`src/rtl/if_id_skid_stage.sv`:
```
// Elastic IF/ID pipeline register: main entry plus one skid entry, so in_ready comes
// straight from a flop and full throughput is kept under valid/ready handshaking.
module if_id_skid_stage #(
    parameter int PC_BITS  = 32,
    parameter int IR_BITS  = 32,
    parameter int EXC_BITS = 5,
    parameter int CNT_BITS = 16
) (
    input  logic                clk,
    input  logic                rst_n,
    input  logic                flush,
    input  logic                in_valid,
    output logic                in_ready,
    input  logic [PC_BITS-1:0]  PC_in,
    input  logic [IR_BITS-1:0]  IR_in,
    input  logic [EXC_BITS-1:0] exc_in,
    output logic                out_valid,
    input  logic                out_ready,
    output logic [PC_BITS-1:0]  PC_out,
    output logic [IR_BITS-1:0]  IR_out,
    output logic [EXC_BITS-1:0] exc_out,
    output logic [CNT_BITS-1:0] stall_cnt
);

    logic                main_valid;
    logic [PC_BITS-1:0]  main_pc;
    logic [IR_BITS-1:0]  main_ir;
    logic [EXC_BITS-1:0] main_exc;
    logic                skid_valid;
    logic [PC_BITS-1:0]  skid_pc;
    logic [IR_BITS-1:0]  skid_ir;
    logic [EXC_BITS-1:0] skid_exc;
    logic [CNT_BITS-1:0] stall_cnt_q;
    logic                acc;
    logic                fire;

    // skid_valid is a flop, so ready never sees out_ready combinationally
    assign in_ready  = ~skid_valid;
    assign acc       = in_valid & ~skid_valid;
    assign fire      = main_valid & out_ready;

    assign out_valid = main_valid;
    assign PC_out    = main_pc;
    assign IR_out    = main_ir;
    assign exc_out   = main_exc;
    assign stall_cnt = stall_cnt_q;

    always_ff @(posedge clk or negedge rst_n) begin
        if (!rst_n) begin
            stall_cnt_q <= '0;
        end else if (main_valid && !out_ready && stall_cnt_q != '1) begin
            stall_cnt_q <= stall_cnt_q + CNT_BITS'(1);
        end
    end

    // Emptied entries always carry zero fields, so a bubble decodes as a NOP
    always_ff @(posedge clk or negedge rst_n) begin
        if (!rst_n) begin
            main_valid <= 1'b0;
            main_pc    <= '0;
            main_ir    <= '0;
            main_exc   <= '0;
            skid_valid <= 1'b0;
            skid_pc    <= '0;
            skid_ir    <= '0;
            skid_exc   <= '0;
        end else if (flush) begin
            main_valid <= 1'b0;
            main_pc    <= '0;
            main_ir    <= '0;
            main_exc   <= '0;
            skid_valid <= 1'b0;
            skid_pc    <= '0;
            skid_ir    <= '0;
            skid_exc   <= '0;
        end else if (skid_valid) begin
            if (fire) begin
                main_valid <= 1'b1;
                main_pc    <= skid_pc;
                main_ir    <= skid_ir;
                main_exc   <= skid_exc;
                skid_valid <= 1'b0;
                skid_pc    <= '0;
                skid_ir    <= '0;
                skid_exc   <= '0;
            end
        end else if (acc && (!main_valid || fire)) begin
            main_valid <= 1'b1;
            main_pc    <= PC_in;
            main_ir    <= IR_in;
            main_exc   <= exc_in;
        end else if (acc) begin
            skid_valid <= 1'b1;
            skid_pc    <= PC_in;
            skid_ir    <= IR_in;
            skid_exc   <= exc_in;
        end else if (fire) begin
            main_valid <= 1'b0;
            main_pc    <= '0;
            main_ir    <= '0;
            main_exc   <= '0;
        end
    end

    a_skid_needs_main: assert property (@(posedge clk) disable iff (!rst_n)
        skid_valid |-> main_valid);
    a_bubble_is_zero: assert property (@(posedge clk) disable iff (!rst_n)
        !main_valid |-> (main_pc == '0 && main_ir == '0 && main_exc == '0));

endmodule
```
`config.mk`:
```
export PLATFORM = sky130hd
export DESIGN_NAME = if_id_skid_stage
export DESIGN_NICKNAME = d
export VERILOG_FILES = /design/src/rtl/if_id_skid_stage.sv
export SDC_FILE = /design/constraint.sdc
export NUM_CORES = 1
export LEC_CHECK = 0
export BUFFER_PORTS_ARGS = -buffer_cell sky130_fd_sc_hd__buf_4
export CAP_MARGIN = 0
export CORE_ASPECT_RATIO = 0.9
export CORE_MARGIN = 3
export CORE_UTILIZATION = 45
export CTS_BUF_LIST = sky130_fd_sc_hd__clkbuf_8
export CTS_CLUSTER_DIAMETER = 30
export DETAILED_ROUTE_END_ITERATION = 16
export PLACE_DENSITY = 0.71
export SLEW_MARGIN = 20
export SYNTH_ARGS = -nofsm -noshare
export SYNTH_HDL_FRONTEND = slang
export SYNTH_SLANG_ARGS = --single-unit
```
`constraint.sdc`:
```
create_clock -name clk -period 2.7 [get_ports clk]
set_clock_uncertainty 0.05 [all_clocks]
set_input_delay 0 -clock clk [delete_from_list [all_inputs] [get_ports clk]]
set_output_delay 0 -clock clk [all_outputs]
set_load 0.01 [all_outputs]
```
==> flow_summary_export.csv <==
group,metric,value,unit
run,max-cap-violations,0,
global_route,grt_usage,23.20,%
setup_path,r2r_end,"out_valid",
timing,tns,0,ps
floorplan,core,14980,sq um
pwr,swShare,26.37,%
placed_design,dp_hpwl,11680,um
floorplan,die_h,124.2,um
placed_design,dpl_worst_slack,411.3,ps
final_layout,syn_to_final_growth,36.96,%
logic_synthesis,synth_largest_area_cell,"dfrtp_1",
logic_synthesis,netlist_area,6984,sq um
worst_hold_path,hp-class,"primary input to async pin",
final_layout,drive_gt1_share,24.10,%
clock_network,clock_latency,440,ps
logic_synthesis,synth_top_area_share,55.89,%
run_status,outcome,"complete, no violations",
clock_network,cts.reportedPaths.clkPinSlew,70,ps
clock_network,cts_tree,"done",
pwr,seqPwrFrac,47.2,%
timing,rsz0062_at_grt,"false",
logic_synthesis,yosys_warnings,0,
global_route,busiest_layer,"met2",
global_route,gr-total-overflow,0,
setup_path,critPathLaunchType,"flip-flop",
route,drt-initial-drc-count,443,
floorplan,fp.dieW,137.3,um
route,firstDrtPassIters,4,
timing,hold_viol,0,
route,via_per_inst,5.290,
setup_path,r2r_start,"skid_valid",
clock_network,cts.sinks,156,
timing,setup_viol,0,
logic_synthesis,ys_seq_elements,156,
setup_path,cp-startpoint,"skid_valid",
clock_network,post_cts.repair.setup_buffers,0,
global_route,grt_antenna_before_repair,1,
logic_synthesis,seq_area_frac_synth,55.89,%
clock_network,cts-root-buf,"clkbuf_8",
timing,fin_crit,2292,ps
setup_path,rr_worst_depth,5,
global_route,grt_pass1_vias,6105,
clock_network,cts_resized,0,
setup_path,crit_end,"out_valid",
setup_path,cp.required,3030,ps
timing,drv_slew,0,
placed_design,place_area,8361,sq um
setup_path,reg2reg_slack,410,ps
pwr,leakage,4.717,nW
route,ant_nets,0,
final_layout,nNetsFinal,982,
timing,fmax,436.3,MHz
global_route,grt_use_met3,5.654,%
setup_path,crit_arrival,2620,ps
route,route.detailed.drc,0,
final_layout,stdcell_area,9565,sq um
floorplan,num_rows,42,
pwr,total_power,0.005781,W
logic_synthesis,syn_inst,691,
clock_network,htreeDepth,4,
logic_synthesis,synth_area_leaders,"dfrtp_1 (56%), mux2i_1 (9.9%), nand2_1 (7.8%), a22oi_1 (7.4%), o21ai_0 (4.4%)",
timing,slew_headroom,48.59,%
setup_path,critPathCaptureType,"flip-flop",
timing,post-route-period-util,84.89,%
floorplan,start_util,46.63,%
pwr,p_per_area,604.4,nW/um^2
setup_path,worst-setup-path-type,"flip-flop to flip-flop",
route,wl_per_cell,16.96,um
floorplan,io-pin-count,161,
timing,worst_slack,408.0,ps
route,vias,5904,
pwr,p_sw,0.001524,W
global_route,met2_usage,39.22,%
global_route,grt_max_degree,74,
clock_network,cts_buffers,17,
placed_design,portBuffers,160,
pwr,max-vdd-ir-drop,0.0003570,V
pwr,clock_power_share,35.3,%
clock_network,clockBufferDepth,2,
pwr,p_int,0.004257,W
floorplan,fp.dieArea,17050,sq um
logic_synthesis,synth.distinct_cells,41,
global_route,grt_pass1_wl,30870,um
pwr,combPwrFrac,17.6,%
placed_design,gp_congestion,0.8241,
route,routed_wl,18920,um
global_route,gr-usage-met1,29.80,%
logic_synthesis,synth_nets,766,
logic_synthesis,syn_area_per_cell,10.11,sq um
setup_path,critPathMaxFanout,44,
timing,tightest_slew,771.1,ps
-- worst max-delay path, cell delays in order, from the launching register on --
cell	delay (ps)
dfrtp_2	360
buf_4	360
buf_4	530
o21ai_0	180
a21oi_1	160
dlygate4sd3_1	560
-- flip-flops by register name, indices dropped and copies added, names as in the netlist --
register	cells
PC_out	32
IR_out	32
skid_valid	1
out_valid	1
stall_cnt	16
exc_out	5
skid_ir	32
skid_exc	5
skid_pc	32
-- cell usage after synthesis --
cell type  number
and4_4          1
nor4b_1         2
and2b_1         1
nand3_2         1
buf_4           3
xor2_1         10
o21a_1          1
a41oi_1         1
nor2_1          5
and4_1          3
and3_1          2
o21ai_1         1
nor3_1          2
buf_1           1
mux2_2          2
clkbuf_1       27
o21ai_2        10
nand3_1         3
mux2i_1        69
dfrtp_1       156
ha_1            1
nor3b_1         1
nand2b_4        1
nor2b_1         1
a21oi_1         6
o21ai_0        62
a311oi_1        1
or2_2           1
and2_1          1
inv_1          73
or2_1           1
a2111oi_2       1
nand2_1       146
a22oi_1        69
nor4_1          2
buf_6           2
nand4b_1        1
nand4_1         2
a211oi_1        1
a31oi_1         2
buf_2          15
-- layer usage --
layer	vias to the layer above	share of wire (%)	wire length, um
met2	211	50	9442
met4	0	1.3	251
met1	2919	42	7967
met3	23	6.7	1261
met5	-	0	0
li1	2751	-	-
-- worst min-delay path by stage --
stage	endpoint	cells past startpoint	start	slack (ps)
3_5_place_dp	skid_pc[0]	1	rst_n	20
4_1_cts	skid_pc[0]	2	rst_n	100
3_3_place_gp	stall_cnt[7]	1	rst_n	20
5_1_grt	stall_cnt[5]	2	rst_n	130
2_1_floorplan	IR_out[0]	0	rst_n	-350
6_report	skid_pc[0]	2	rst_n	100
-- power by group through the flow --
stage / logic, W / registers, W / clock network [W]
floorplan: 0.000434 / 0.00277 / 0
global route: 0.00112 / 0.00276 / 0.00220
CTS: 0.00102 / 0.00272 / 0.00208
finish: 0.00102 / 0.00273 / 0.00204
global placement: 0.000900 / 0.00275 / 0
detailed placement: 0.000932 / 0.00276 / 0
-- placed cells by master (no fill, tap or decap), types with 3 or more instances in the layout --
master and count:
nand3_1 3, dfrtp_1 155, and4_1 3, dlygate4sd3_1 74, a22oi_1 69, inv_1 75, o21ai_2 10, nor2_1 3
o21ai_0 62, a21oi_1 5, bufinv_16 6, buf_4 167, xor2_1 10, mux2i_1 69, nand2_1 146, clkbuf_8 19
buf_12 3
-- stage by stage --
step	hold slack, ps	utilization, %	cells
4_1_cts	95.90	63.83	1115
6_report	96.44	63.87	1116
5_1_grt	130.0	63.87	1116
3_3_place_gp	23.80	55.82	1012
3_5_place_dp	22.58	55.82	1012
2_1_floorplan	-345.6	-	691
-- layout make-up --
cell class	count	area (sq um)
Fill cell	1186	5411
Inverter	73	274.0
Antenna cell	1	2.502
Tap cell	198	247.7
Clock buffer	19	261.5
Clock inverter	10	197.7
Timing Repair Buffer	245	2066
Multi-Input combinational cell	414	2611
Sequential cell	156	3905
-- cell families (layout without fill, tap and decap cells) --
| group | after synthesis | count (layout) | synth area share [%] |
|---|---|---|---|
| other | 0 | 1 | 0 |
| adders and majority gates | 1 | 1 | 0.1791 |
| DFF | 156 | 156 | 55.89 |
| muxes | 71 | 71 | 10.21 |
| and+or+nand+nor | 177 | 177 | 10.84 |
| xor gates and xnor gates | 10 | 10 | 1.254 |
| buffers and inverters | 121 | 347 | 7.148 |
| AOI/OAI and AO/OA | 155 | 155 | 14.48 |
-- repair_timing --
action | in CTS | in global routing
setup endpoints to repair | 0 | 0
endpoints found under the hold margin | 212 | 0
hold buffers | 74 | 0
Note: power is estimated with default switching activity, not from simulation.
